===== config.mk =====
export PLATFORM = sky130hd
export DESIGN_NAME = sabana_add_sched_flat
export DESIGN_NICKNAME = d
export VERILOG_FILES = /design/src/rtl/sabana_add_sched_if.sv /design/src/rtl/sabana_add_sched.sv /design/src/flat_wrapper.sv
export SDC_FILE = /design/constraint.sdc
export NUM_CORES = 1
export LEC_CHECK = 0
export ABC_AREA = 0
export CAP_MARGIN = 0
export CORE_AREA = 10 10 121 123
export CTS_BUF_LIST = sky130_fd_sc_hd__clkbuf_8
export DETAILED_ROUTE_END_ITERATION = 7
export DIE_AREA = 0 0 131 133
export GPL_ROUTABILITY_DRIVEN = 0
export MAX_ROUTING_LAYER = met4
export PLACE_DENSITY = 0.73
export SYNTH_ARGS = -nofsm -noshare
export SYNTH_HDL_FRONTEND = slang
export SYNTH_SLANG_ARGS = --single-unit

===== constraint.sdc =====
create_clock -name clock -period 6.67 [get_ports clock]
set_input_delay 1.6675 -clock clock [delete_from_list [all_inputs] [get_ports clock]]
set_output_delay 1.6675 -clock clock [all_outputs]
set_load 0.005 [all_outputs]

===== src/rtl/sabana_add_sched_if.sv =====
// Queue-side bundle for sabana_add_sched: A/B pop ports and Y push port.
interface sabana_add_sched_if #(
  parameter int DATA_W = 32
);
  logic [DATA_W-1:0] a_in;
  logic              a_empty;
  logic              a_pop;
  logic [DATA_W-1:0] b_in;
  logic              b_empty;
  logic              b_pop;
  logic [DATA_W-1:0] y_out;
  logic              y_push;
  logic              y_full;

  modport master (
    input  a_in, a_empty, b_in, b_empty, y_full,
    output a_pop, b_pop, y_out, y_push
  );

  modport slave (
    output a_in, a_empty, b_in, b_empty, y_full,
    input  a_pop, b_pop, y_out, y_push
  );
endinterface


===== src/rtl/sabana_add_sched.sv =====
// Two-queue add job sequencer with a registered Y stage and backpressure.
// Optional no-progress watchdog with error port: define SABANA_ADD_SCHED_TIMEOUT_EN.
module sabana_add_sched #(
  parameter int DATA_W         = 32,
  parameter int CNT_W          = 16,
  parameter int TIMEOUT_CYCLES = 1024
) (
  input  logic             clock,
  input  logic             reset,
  input  logic             start,
  input  logic [CNT_W-1:0] len,
  output logic             busy,
  output logic             finish,
  output logic [CNT_W-1:0] count,
  sabana_add_sched_if.master q
`ifdef SABANA_ADD_SCHED_TIMEOUT_EN
  ,
  output logic             error
`endif
);

  typedef enum logic [1:0] {
    IDLE  = 2'd0,
    RUN   = 2'd1,
    DRAIN = 2'd2,
    DONE  = 2'd3
  } state_t;

  localparam logic [CNT_W-1:0] CNT_ZERO = {CNT_W{1'b0}};
  localparam logic [CNT_W-1:0] CNT_ONE  = {{(CNT_W-1){1'b0}}, 1'b1};

  state_t            state_r, state_s;
  logic [CNT_W-1:0]  remaining_r;
  logic [CNT_W-1:0]  count_r;
  logic [DATA_W-1:0] out_r;
  logic              out_valid_r;
  logic              busy_r;
  logic              finish_r;
  logic              fire_s;
  logic              xfer_s;
  logic              start_ok_s;
  logic              timeout_s;

  if (TIMEOUT_CYCLES < 1) begin : g_bad_timeout
    $error("sabana_add_sched: TIMEOUT_CYCLES must be at least 1");
  end

  // Handshake decode and next-state logic
  always_comb begin
    state_s    = state_r;
    start_ok_s = (state_r == IDLE) && start;
    xfer_s     = out_valid_r && !q.y_full;
    // A new pair may load only when the output slot is free or draining this cycle.
    fire_s     = (state_r == RUN) && (remaining_r != CNT_ZERO) && !q.a_empty && !q.b_empty
                 && (!out_valid_r || !q.y_full);
    case (state_r)
      IDLE: begin
        if (start) begin
          if (len != CNT_ZERO) begin
            state_s = RUN;
          end else begin
            state_s = DONE;
          end
        end else begin
          state_s = IDLE;
        end
      end
      RUN: begin
        if (timeout_s) begin
          state_s = DONE;
        end else if (fire_s && (remaining_r == CNT_ONE)) begin
          state_s = DRAIN;
        end else begin
          state_s = RUN;
        end
      end
      DRAIN: begin
        if (timeout_s || !out_valid_r || xfer_s) begin
          state_s = DONE;
        end else begin
          state_s = DRAIN;
        end
      end
      DONE:    state_s = IDLE;
      default: state_s = IDLE;
    endcase
  end

  // FSM state, host-facing status and job counters
  always_ff @(posedge clock or negedge reset) begin
    if (!reset) begin
      state_r     <= IDLE;
      busy_r      <= 1'b0;
      finish_r    <= 1'b0;
      remaining_r <= CNT_ZERO;
      count_r     <= CNT_ZERO;
    end else begin
      state_r  <= state_s;
      busy_r   <= (state_s != IDLE);
      finish_r <= (state_s == DONE);
      if (start_ok_s) begin
        remaining_r <= len;
      end else if (fire_s) begin
        remaining_r <= remaining_r - CNT_ONE;
      end
      if (start_ok_s) begin
        count_r <= CNT_ZERO;
      end else if (xfer_s) begin
        count_r <= count_r + CNT_ONE;
      end
    end
  end

  // Registered sum stage; holds its value while Y is full
  always_ff @(posedge clock or negedge reset) begin
    if (!reset) begin
      out_r       <= {DATA_W{1'b0}};
      out_valid_r <= 1'b0;
    end else begin
      if (fire_s) begin
        out_r <= q.a_in + q.b_in;
      end
      if (timeout_s) begin
        out_valid_r <= 1'b0;
      end else if (fire_s) begin
        out_valid_r <= 1'b1;
      end else if (xfer_s) begin
        out_valid_r <= 1'b0;
      end
    end
  end

`ifdef SABANA_ADD_SCHED_TIMEOUT_EN
  localparam int STALL_W = $clog2(TIMEOUT_CYCLES + 1);
  localparam logic [STALL_W-1:0] STALL_LIM = STALL_W'(TIMEOUT_CYCLES - 1);

  logic [STALL_W-1:0] stall_r;
  logic               error_r;

  // Watchdog fires on the cycle that would complete TIMEOUT_CYCLES idle cycles
  always_comb begin
    timeout_s = ((state_r == RUN) || (state_r == DRAIN)) && !fire_s && !xfer_s
                && (stall_r == STALL_LIM);
  end

  // No-progress counter and sticky error flag
  always_ff @(posedge clock or negedge reset) begin
    if (!reset) begin
      stall_r <= {STALL_W{1'b0}};
      error_r <= 1'b0;
    end else begin
      if (((state_r == RUN) || (state_r == DRAIN)) && !fire_s && !xfer_s) begin
        stall_r <= stall_r + {{(STALL_W-1){1'b0}}, 1'b1};
      end else begin
        stall_r <= {STALL_W{1'b0}};
      end
      if (start_ok_s) begin
        error_r <= 1'b0;
      end else if (timeout_s) begin
        error_r <= 1'b1;
      end
    end
  end

  assign error = error_r;
`else
  assign timeout_s = 1'b0;
`endif

  assign busy     = busy_r;
  assign finish   = finish_r;
  assign count    = count_r;
  assign q.a_pop  = fire_s;
  assign q.b_pop  = fire_s;
  assign q.y_out  = out_r;
  assign q.y_push = out_valid_r;

endmodule


===== src/flat_wrapper.sv =====
// flat-port wrapper written by rule: the top's interface ports become plain ports
module sabana_add_sched_flat 
#(
  parameter int DATA_W         = 32,
  parameter int CNT_W          = 16,
  parameter int TIMEOUT_CYCLES = 1024
)
  (clock, reset, start, len, busy, finish, count, q_a_in, q_a_empty, q_b_in, q_b_empty, q_y_full, q_a_pop, q_b_pop, q_y_out, q_y_push);
  sabana_add_sched_if #(.DATA_W(DATA_W)) q_i ();
  input  logic clock;
  input  logic reset;
  input  logic start;
  input  logic [CNT_W-1:0] len;
  output logic busy;
  output logic finish;
  output logic [CNT_W-1:0] count;
  input wire logic [$bits(q_i.a_in)-1:0] q_a_in;
  input wire logic [$bits(q_i.a_empty)-1:0] q_a_empty;
  input wire logic [$bits(q_i.b_in)-1:0] q_b_in;
  input wire logic [$bits(q_i.b_empty)-1:0] q_b_empty;
  input wire logic [$bits(q_i.y_full)-1:0] q_y_full;
  output wire logic [$bits(q_i.a_pop)-1:0] q_a_pop;
  output wire logic [$bits(q_i.b_pop)-1:0] q_b_pop;
  output wire logic [$bits(q_i.y_out)-1:0] q_y_out;
  output wire logic [$bits(q_i.y_push)-1:0] q_y_push;
  assign q_i.a_in = q_a_in;
  assign q_i.a_empty = q_a_empty;
  assign q_i.b_in = q_b_in;
  assign q_i.b_empty = q_b_empty;
  assign q_i.y_full = q_y_full;
  assign q_a_pop = q_i.a_pop;
  assign q_b_pop = q_i.b_pop;
  assign q_y_out = q_i.y_out;
  assign q_y_push = q_i.y_push;
  sabana_add_sched #(.DATA_W(DATA_W), .CNT_W(CNT_W), .TIMEOUT_CYCLES(TIMEOUT_CYCLES)) u_core (.clock(clock), .reset(reset), .start(start), .len(len), .busy(busy), .finish(finish), .count(count), .q(q_i));
endmodule

* Word level (Yosys, flattened, before mapping)
Cells that the tools add are included.
** Storage, ports and cells
- Word-level logic and storage cells :: 46
- Register bits :: 69
- Output and inout bits :: 53
- Input bits :: 86
** Operators by class
- Reductions and logical operators :: 20
- Mux-type cells :: 11
- Equality and inequality tests :: 5
- Add/subtract/negate cells :: 3
** Operator list (number)
- two-way mux 16 bit :: 4
- adder 32 bit :: 1
- nonzero test 16 bit :: 2
- adder 16 x 1 -> 16 bit (second input constant) :: 1
- == test 16 x 1 -> 1 bit (second input constant) :: 1
- subtractor 16 x 1 -> 16 bit (second input constant) :: 1
- case mux 2 bit (4 select lines) :: 1
- nonzero test 2 bit :: 4
- logical AND 1 bit :: 7
- == test 2 bit (second input constant) :: 3
- two-way mux 2 bit :: 3
- logical NOT 1 bit :: 4
- two-way mux 1 bit :: 3
- == test 2 x 1 -> 1 bit (second input constant) :: 1
- logical NOT 2 bit :: 1
- logical OR 1 bit :: 2

* Longest topological paths before layout
Gate-level depths: netlist of run 1.
- Word-level depth :: 9
- Depth in mapped cells :: 11
- Depth with buffers taken out :: 10

* Least setup slack after synthesis of run 1
OpenSTA, ideal clock, no wires.
- Kind :: input port to output port
- From :: input port q_a_empty
- To :: output port q_b_pop
- Path slack :: 1949 ps
- Buffers on the path :: 3
- Arrival time :: 3053 ps
- Cell stages on the path :: 7
- Cell sequence :: or4b_4 -> a21oi_2 -> a21bo_1 -> buf_6 -> inv_1 -> buf_2 -> buf_4
** On the way
- Cells in the longest elaborated chain, start to end :: 4
** Ends and longest elaborated chain
- from (decl) :: RTL line flat_wrapper.sv:18 : input wire logic [$bits(q_i.a_empty)-1:0] q_a_empty;
- logical NOT 1 bit :: RTL line sabana_add_sched.sv:54 : fire_s = (state_r == RUN) && (remaining_r != CNT_ZERO) && !q.a_empty && !q.b_empty
- logical AND 1 bit (2 in series) :: RTL line sabana_add_sched.sv:54
- logical AND 1 bit :: RTL line sabana_add_sched.sv:55 : && (!out_valid_r || !q.y_full);
- to (decl) :: RTL line flat_wrapper.sv:23 : output wire logic [$bits(q_i.b_pop)-1:0] q_b_pop;
No other way between the ends.

* Worst setup path in the final report of run 1
- From :: input port q_a_empty
- To :: output port q_a_pop
** On the way
- Cells in the longest elaborated chain, start to end :: 4
** Ends and longest elaborated chain
- logical NOT 1 bit :: RTL line sabana_add_sched.sv:54
- logical AND 1 bit (2 in series) :: RTL line sabana_add_sched.sv:54
- logical AND 1 bit :: RTL line sabana_add_sched.sv:55
- to (decl) :: RTL line flat_wrapper.sv:22 : output wire logic [$bits(q_i.a_pop)-1:0] q_a_pop;
No other way between the ends.

==> results of run 1 <==
==> layer usage <==
layer | GRT usage | vias up | part of all wire
li1 | - | 2321 | -
met1 | 0.208 | 2213 | 0.44
met3 | 0.0316 | 19 | 0.074
met5 | - | - | 0
met4 | 0.0445 | 0 | 0.017
met2 | 0.258 | 191 | 0.47
==> path summary, 6_finish.rpt <==
| kind | from | end | slack, ps | cells after the start |
|---|---|---|---|---|
| max | q_a_empty | q_a_pop | 1020 | 6 |
| min in group asynchronous | reset | u_core.q.y_out[0] | 1530 | 2 |
| min reg2reg | u_core.q.y_out[5] | u_core.q.y_out[5] | 480 | 2 |
| max reg2reg | u_core.remaining_r[0] | u_core.remaining_r[12] | 3700 | 10 |
| max in group asynchronous | reset | u_core.state_r[0] | 4580 | 2 |
| min | u_core.q.y_out[5] | u_core.q.y_out[5] | 480 | 2 |
==> cell type report <==
cell class	count	area [sq um]
Clock buffer	11	151
Clock inverter	5	58.8
Fill cell	1156	5850
Inverter	8	30.0
Multi-Input combinational cell	476	2930
Sequential cell	69	1730
Tap cell	172	215
Timing Repair Buffer	141	1400
==> cells by family (layout without fill, tap and decap cells) <==
kind of cell    count (synthesis)  count (layout)  synth area share
flops                          69              69             0.361
buf+inv                        29             165            0.0259
mux                             2               2           0.00418
simple gates                  231             231             0.227
fa+ha+maj                      35              35            0.0931
xor+xnor                       48              48            0.0879
compound gates                160             160             0.201
==> flip-flops by register name, summed over array words and instances (netlist names) <==
name and count:
u_core.state_r 2, u_core.busy 1, u_core.count 16, u_core.q.y_push 1, u_core.q.y_out 32, u_core.remaining_r 16
u_core.finish 1
==> placed cells by master, fill, tap and decap left out, drive strengths merged, types with 3 or more instances in the layout <==
cell type      instances
buf                    4
a31oi                  6
o211ai                 6
a221o                  3
nand4                 12
or3                    8
and3                   7
nor2                  58
and2                   6
nor3                  17
inv                    8
clkbuf                11
nor4                   8
clkdlybuf4s50        137
a21o                   6
o21bai                 3
dfrtp                 69
nand2                 94
ha                    34
xor2                  28
o21ai                 62
a21oi                 46
nand3                  7
a211oi                 7
xnor2                 20
==> through the flow <==
stage	setup slack [ps]	instances	area [sq um]	hold slack [ps]	util
floorplan	1950	574	4780	470	-
global placement	1070	866	6300	464	0.510
detailed placement	1020	866	6300	469	0.510
CTS	1010	882	6520	487	0.527
global route	918	882	6520	515	0.527
finish	1020	882	6520	481	0.527
==> worst max-delay path, stage by stage <==
cell and delay (ps):
clkdlybuf4s50_1 410, or4b_4 550, a21oi_2 160, a21bo_2 250, inv_1 350, clkdlybuf4s50_1 600
==> power by group through the flow <==
| stage | registers, mW | clock network, mW | logic (mW) |
|---|---|---|---|
| 6_report | 0.623 | 0.364 | 0.575 |
| 5_1_grt | 0.639 | 0.394 | 0.638 |
| 2_1_floorplan | 0.616 | 0 | 0.286 |
| 3_5_place_dp | 0.630 | 0 | 0.578 |
| 4_1_cts | 0.623 | 0.373 | 0.581 |
| 3_3_place_gp | 0.623 | 0 | 0.567 |
==> key figures, run 1 <==
Floorplanning
  – Die H: 133 microns
  – Row cnt: 41
  – Die Span X: 131 microns
  – Die area: 17,400 sq um
  – IO Count: 139
  – Core Area: 12,400 sq um
  – Initial core utilization: 0.387

CTS
  – Clock transition at path regs: 80 ps
  – Post_cts resized: 0
  – Worst-skew pair later-pin latency: 350 ps
  – Clock sink count: 69
  – CTS root buf: clkbuf_8
  – Number of post-CTS setup repair buffers: 0
  – Hold bufs inserted after CTS: 0
  – CTS Buf Count: 9
  – CTS tree: done
  – H-tree lvl count: 3
  – Clk buf depth: 2

Synth
  – Synth Cell Area: 4780 sq um
  – Synthesized flop and latch total: 69
  – Register area share after synthesis: 0.361
  – Synth area leader: dfrtp_1
  – Area share of the largest cell type after synthesis: 0.361
  – Avg Cell Area, Syn: 8.34 sq um
  – Number of synthesized flops with an enable pin: 0
  – Top_reg_cell synth: dfrtp_1
  – Cell variety after synth: 60
  – Ys async rst share: 1.00
  – Top post-synthesis cells by count: nand2_1, dfrtp_1, nor2_1
  – Syn. warnings: 0
  – Syn_nets: 695
  – Post-Syn Instances: 574
  – Most common cell in the netlist: nand2_1
  – Area contributors post-synth: dfrtp_1, ha_1, nand2_1

Pwr
  – Clk pwr share: 0.233
  – Peak VDD IR: 0.0000905 V
  – Cell leakage power: 2.69 nW
  – Sw Pwr: 531 uW
  – Reg power frac: 0.399
  – Pwr dens: 240 nW/um^2
  – Power Total: 1.56 mW
  – Sw Ratio: 0.340
  – Power share of the combinational group: 0.368
  – Int Pwr: 1.03 mW

Worst hold path
  – HP Class: reg -> reg

Timing
  – RSZ-0062 raised after global routing: no
  – Max-slew violations: 0
  – Min Clock Period, post-route: 5650 ps
  – Worst-Margin Slew: 878 ps
  – Final hold viol count: 0
  – TNS Setup: 0 ps
  – Period utilization: 0.848
  – Final setup fails: 0
  – Fmax: 0.177 GHz
  – Rel. slew slack: 0.415
  – Clock Skews: 10.8 ps

Global route
  – Vias in the first global route: 4,587
  – Antenna violations before repair: 0
  – Gr usage total: 0.163
  – Pin count of the biggest net entering global routing: 73
  – First-pass GRT wire length: 22,800 microns
  – Overflow after GRT: 0

Drt
  – Initial DRT Pass Iterations: 5
  – Drt drc: 0
  – DR vias: 4,744
  – Antenna Nets Post-Route: 0
  – Vias per cell: 5.38
  – Starting DRC count in detailed routing: 492
  – Routed WL per cell: 16.0 microns
  – Final WL: 14,100 microns

Cells and area
  – Area grow syn2layout: 36.2%
  – Share of cells above drive strength 1: 0.0408
  – Layout net count: 826
  – ANT cells: 0

Critical path
  – Crit path DAT: 3990 ps
  – CP max FO: 14
  – CP startpoint kind: input pin
  – Crit Path Category: in -> out
  – WP data required: 5000 ps
  – Critical Path End Type: output port

Job
  – Max-cap violations: 0

Placed design
  – HPWL after detailed placement: 11,200 microns
  – IO buf count: 138

Run status
  – Status: finished, final reports clean
(Power assumes the default switching activity.)
==> run 2: changes to the inputs <==
--- a/config.mk
+++ b/config.mk
@@ -13,7 +13,7 @@
 export DIE_AREA = 0 0 131 133
 export GPL_ROUTABILITY_DRIVEN = 0
 export MAX_ROUTING_LAYER = met4
-export PLACE_DENSITY = 0.73
+export PLACE_DENSITY = 0.76
 export SYNTH_ARGS = -nofsm -noshare
 export SYNTH_HDL_FRONTEND = slang
 export SYNTH_SLANG_ARGS = --single-unit
==> constraint.sdc (replaced) <==
create_clock -name clock -period 4.5 [get_ports clock]
set_input_delay 1.125 -clock clock [delete_from_list [all_inputs] [get_ports clock]]
set_output_delay 1.125 -clock clock [all_outputs]
set_load 0.005 [all_outputs]
==> key figures, run 2 (synthesized netlist as in run 1, its figures left out) <==
Timing
  – Rel. slew slack: 0.543
  – Final hold viol count: 0
  – Min Clock Period, post-route: 4320 ps
  – TNS Setup: 0 ps
  – RSZ-0062 raised after global routing: no
  – Max-slew violations: 0
  – Clock Skews: 7.97 ps
  – Period utilization: 0.961
  – Worst-Margin Slew: 686 ps
  – Final setup fails: 0
  – Fmax: 0.231 GHz

Floorplanning
  – Initial core utilization: 0.387
  – IO Count: 139
  – Row cnt: 41
  – Die area: 17,400 sq um
  – Die H: 133 microns
  – Core Area: 12,400 sq um
  – Die Span X: 131 microns

Run status
  – Status: finished, final reports clean

Global route
  – Antenna violations before repair: 1
  – Overflow after GRT: 0
  – Pin count of the biggest net entering global routing: 73
  – First-pass GRT wire length: 23,300 microns
  – Gr usage total: 0.168
  – Vias in the first global route: 4,828

Worst hold path
  – HP Class: reg -> reg

Pwr
  – Reg power frac: 0.392
  – Power share of the combinational group: 0.365
  – Peak VDD IR: 0.000140 V
  – Cell leakage power: 2.72 nW
  – Sw Pwr: 774 uW
  – Int Pwr: 1.58 mW
  – Pwr dens: 360 nW/um^2
  – Clk pwr share: 0.243
  – Sw Ratio: 0.328
  – Power Total: 2.36 mW

Critical path
  – Crit path DAT: 3200 ps
  – CP max FO: 5
  – Critical Path End Type: output port
  – WP data required: 3380 ps
  – CP startpoint kind: input pin
  – Crit Path Category: in -> out

Cells and area
  – Layout net count: 829
  – Most common cell after layout, fill and taps aside: clkdlybuf4s50_1
  – Share of cells above drive strength 1: 0.0435
  – Fillers: 1,131
  – Most frequent cells in the layout: clkdlybuf4s50_1, nand2_1, dfrtp_1, nor2_1, o21ai_0
  – Area grow syn2layout: 37.0%
  – Max reg flops: 32

Drt
  – Drt drc: 0
  – Antenna Nets Post-Route: 0
  – Vias per cell: 5.39
  – Final WL: 14,500 microns
  – DR vias: 4,775
  – Routed WL per cell: 16.3 microns
  – Starting DRC count in detailed routing: 423
  – Initial DRT Pass Iterations: 5

CTS
  – Clock sink count: 69
  – Number of post-CTS setup repair buffers: 0
  – CTS tree: done
  – CTS root buf: clkbuf_8
  – Hold bufs inserted after CTS: 0
  – CTS Buf Count: 9
  – Clk buf depth: 2
  – H-tree lvl count: 3
  – Clock transition at path regs: 70 ps
  – Worst-skew pair later-pin latency: 350 ps
  – Post_cts resized: 0

Placed design
  – IO buf count: 138
  – HPWL after detailed placement: 11,600 microns

Job
  – Max-cap violations: 0
[run 2: through the flow]
step	hold WS (ps)	std cells	util	cell area [sq um]	worst slack [ps]
after floorplan	470	574	-	4780	864
after global placement	458	869	0.512	6330	263
after detailed placement	469	869	0.512	6330	180
after CTS	487	885	0.530	6550	179
after global routing	515	886	0.530	6560	124
final	484	886	0.530	6560	176
[run 2: layer usage]
layer	routed length, microns	GRT usage	share of wire
met5	0	-	0
met4	202	0.0494	0.014
met3	816	0.0272	0.056
met2	7020	0.281	0.49
met1	6430	0.201	0.44
[run 2: final timing paths]
kind,from,to,slack [ps],depth (start not counted)
worst max-delay path,q_a_empty,q_a_pop,180,6
worst min-delay path,u_core.q.y_out[19],u_core.q.y_out[19],480,2
worst max register to register,u_core.remaining_r[0],u_core.remaining_r[8],1470,10
worst min register to register,u_core.q.y_out[19],u_core.q.y_out[19],480,2
max in group asynchronous,reset,u_core.state_r[0],2750,2
min in group asynchronous,reset,u_core.q.y_out[4],810,1
[run 2: worst max-delay path, cell delays in order]
cell and delay (ps):
clkdlybuf4s50_1 400, or4b_4 550, a21oi_2 160, a21bo_2 250, inv_1 160, clkdlybuf4s50_1 550
[run 2: power groups by stage]
stage                     clock network [mW]  registers (mW)  logic (mW)
after CTS                              0.587           0.923       0.869
final                                  0.573           0.924       0.861
after global placement                     0           0.927       0.843
after detailed placement                   0           0.934       0.864
after global routing                   0.609           0.947       0.955
after floorplan                            0           0.913       0.424
[run 2: area by class of cell]
class	instances	area, sq um	area share
repair buffers	144	1420	0.217
clock inverters	5	73.8	0.0113
well taps	172	215	0.0328
clock buffers	11	151	0.0231
inverters	8	30.0	0.00458
flip-flops and latches	69	1730	0.263
multi-input cells	476	2930	0.448
diodes	1	2.50	0.000382
==> run 3: changes to the inputs <==
--- a/config.mk
+++ b/config.mk
@@ -7,11 +7,12 @@
 export LEC_CHECK = 0
 export ABC_AREA = 0
 export CAP_MARGIN = 0
-export CORE_AREA = 10 10 121 123
+export CORE_AREA = 2 2 113 115
 export CTS_BUF_LIST = sky130_fd_sc_hd__clkbuf_8
 export DETAILED_ROUTE_END_ITERATION = 7
-export DIE_AREA = 0 0 131 133
+export DIE_AREA = 0 0 115 117
 export GPL_ROUTABILITY_DRIVEN = 0
+export GPL_TIMING_DRIVEN = 0
 export MAX_ROUTING_LAYER = met4
 export PLACE_DENSITY = 0.76
 export SYNTH_ARGS = -nofsm -noshare
==> key figures, run 3 (synthesized netlist as in run 1, its figures left out) <==
Floorplanning
  – IO Count: 139
  – Die H: 117 microns
  – Row cnt: 41
  – Die area: 13,500 sq um
  – Core Area: 12,300 sq um
  – Initial core utilization: 0.389
  – Die Span X: 115 microns

Placed design
  – Post-DP Area: 6350 sq um
  – IO buf count: 138
  – Placed Instances: 862
  – Setup Slack @ Placement: -265 ps
  – HPWL after detailed placement: 10,900 microns

Timing
  – Rel. slew slack: 0.362
  – Period utilization: 0.974
  – TNS Setup: 0 ps
  – Min Clock Period, post-route: 4380 ps
  – Final hold viol count: 0
  – Final Worst Setup Slack: 117 ps
  – Clock Skews: 11.8 ps
  – RSZ-0062 raised after global routing: no
  – Max-slew violations: 0
  – Final setup fails: 0
  – Worst-Margin Slew: 944 ps
  – Fmax: 0.228 GHz

CTS
  – Worst-skew pair later-pin latency: 360 ps
  – CTS tree: done
  – CTS Buf Count: 9
  – Clock sink count: 69
  – CTS root buf: clkbuf_8
  – Hold bufs inserted after CTS: 0
  – Clk buf depth: 2
  – H-tree lvl count: 3
  – Clock transition at path regs: 70 ps

Cells and area
  – Area grow syn2layout: 37.4%
  – Share of cells above drive strength 1: 0.0438
  – Most common cell after layout, fill and taps aside: clkdlybuf4s50_1
  – Max reg flops: 32
  – Non-filler cells in the finished layout: 880
  – Final Cell Area: 6580 sq um
  – Most frequent cells in the layout: clkdlybuf4s50_1, nand2_1, dfrtp_1, nor2_1, o21ai_0
  – ANT cells: 0
  – Layout net count: 846

Drt
  – Vias per cell: 5.56
  – Routed WL per cell: 15.6 microns
  – Starting DRC count in detailed routing: 297
  – Drt drc: 0
  – Antenna Nets Post-Route: 0
  – Final WL: 13,700 microns
  – DR vias: 4,891
  – Initial DRT Pass Iterations: 5

Pwr
  – Pwr dens: 349 nW/um^2
  – Peak VDD IR: 0.000137 V
  – Cell leakage power: 2.75 nW

Critical path
  – CP startpoint kind: input pin
  – Crit path DAT: 3260 ps
  – Reg2Reg Depth: 10
  – Crit Path Category: in -> out
  – WP data required: 3380 ps
  – Critical Path End Type: output port
  – CP max FO: 10

Global route
  – Gr usage total: 0.209
  – First-pass GRT wire length: 21,800 microns
  – Pin count of the biggest net entering global routing: 70
  – Vias in the first global route: 4,669
  – Antenna violations before repair: 0
  – Overflow after GRT: 0

Worst hold path
  – HP Class: reg -> reg
  – Hold path cells: 2

Job
  – Max-cap violations: 0

Run status
  – Status: finished, final reports clean
[run 3: critical path, stage by stage]
cell,delay [ps]
clkdlybuf4s50_1,400
or4b_4,560
a21oi_4,140
a21bo_1,220
buf_6,140
inv_4,70
buf_6,110
clkdlybuf4s50_1,490
[run 3: layout make-up]
cell class	count	area [sq um]
buffer	21	100
clock inverter	6	53.8
timing repair buffer	140	1400
fill	1154	5740
inverter	8	32.5
tap	150	188
multi-input combinational	476	2940
clock buffer	10	138
sequential	69	1730
[run 3: path summary, 6_finish.rpt]
kind                                        from                    end  slack, ps
setup reg to reg           u_core.remaining_r[0]  u_core.remaining_r[1]       1640
max in group asynchronous                  reset          u_core.finish       3020
hold / removal                u_core.q.y_out[29]     u_core.q.y_out[29]        480
hold reg to reg               u_core.q.y_out[29]     u_core.q.y_out[29]        480
setup / recovery                       q_a_empty                q_a_pop        120
min in group asynchronous                  reset        u_core.count[2]        880
[run 3: stage by stage]
stage | utilization | hold WS (ps) | total power, mW
5_1_grt | 0.534 | 513 | 2.44
4_1_cts | 0.534 | 489 | 2.30
2_1_floorplan | - | 470 | 1.34
3_5_place_dp | 0.516 | 474 | 1.79
3_3_place_gp | 0.516 | 459 | 1.76
6_report | 0.534 | 482 | 2.30
[run 3: report_power, final]
| group | switching, mW | internal [mW] |
|---|---|---|
| Combinational | 0.398 | 0.467 |
| Sequential | 0.144 | 0.780 |
| Clock | 0.241 | 0.265 |
[run 3: repair_timing]
item	4_1_cts	5_1_grt
gates cloned	0	0
buffers inserted	2	0
hold endpoints to repair	0	0
setup endpoints to repair	2	1
gates resized for setup	4	2
[run 3: metal layers]
| metal | vias up | GRT usage | routed length, microns |
|---|---|---|---|
| met4 | 0 | 0.0683 | 174 |
| li1 | 2363 | - | - |
| met1 | 2334 | 0.257 | 5950 |
| met2 | 179 | 0.361 | 6790 |
| met3 | 15 | 0.0252 | 809 |
| met5 | - | - | 0 |
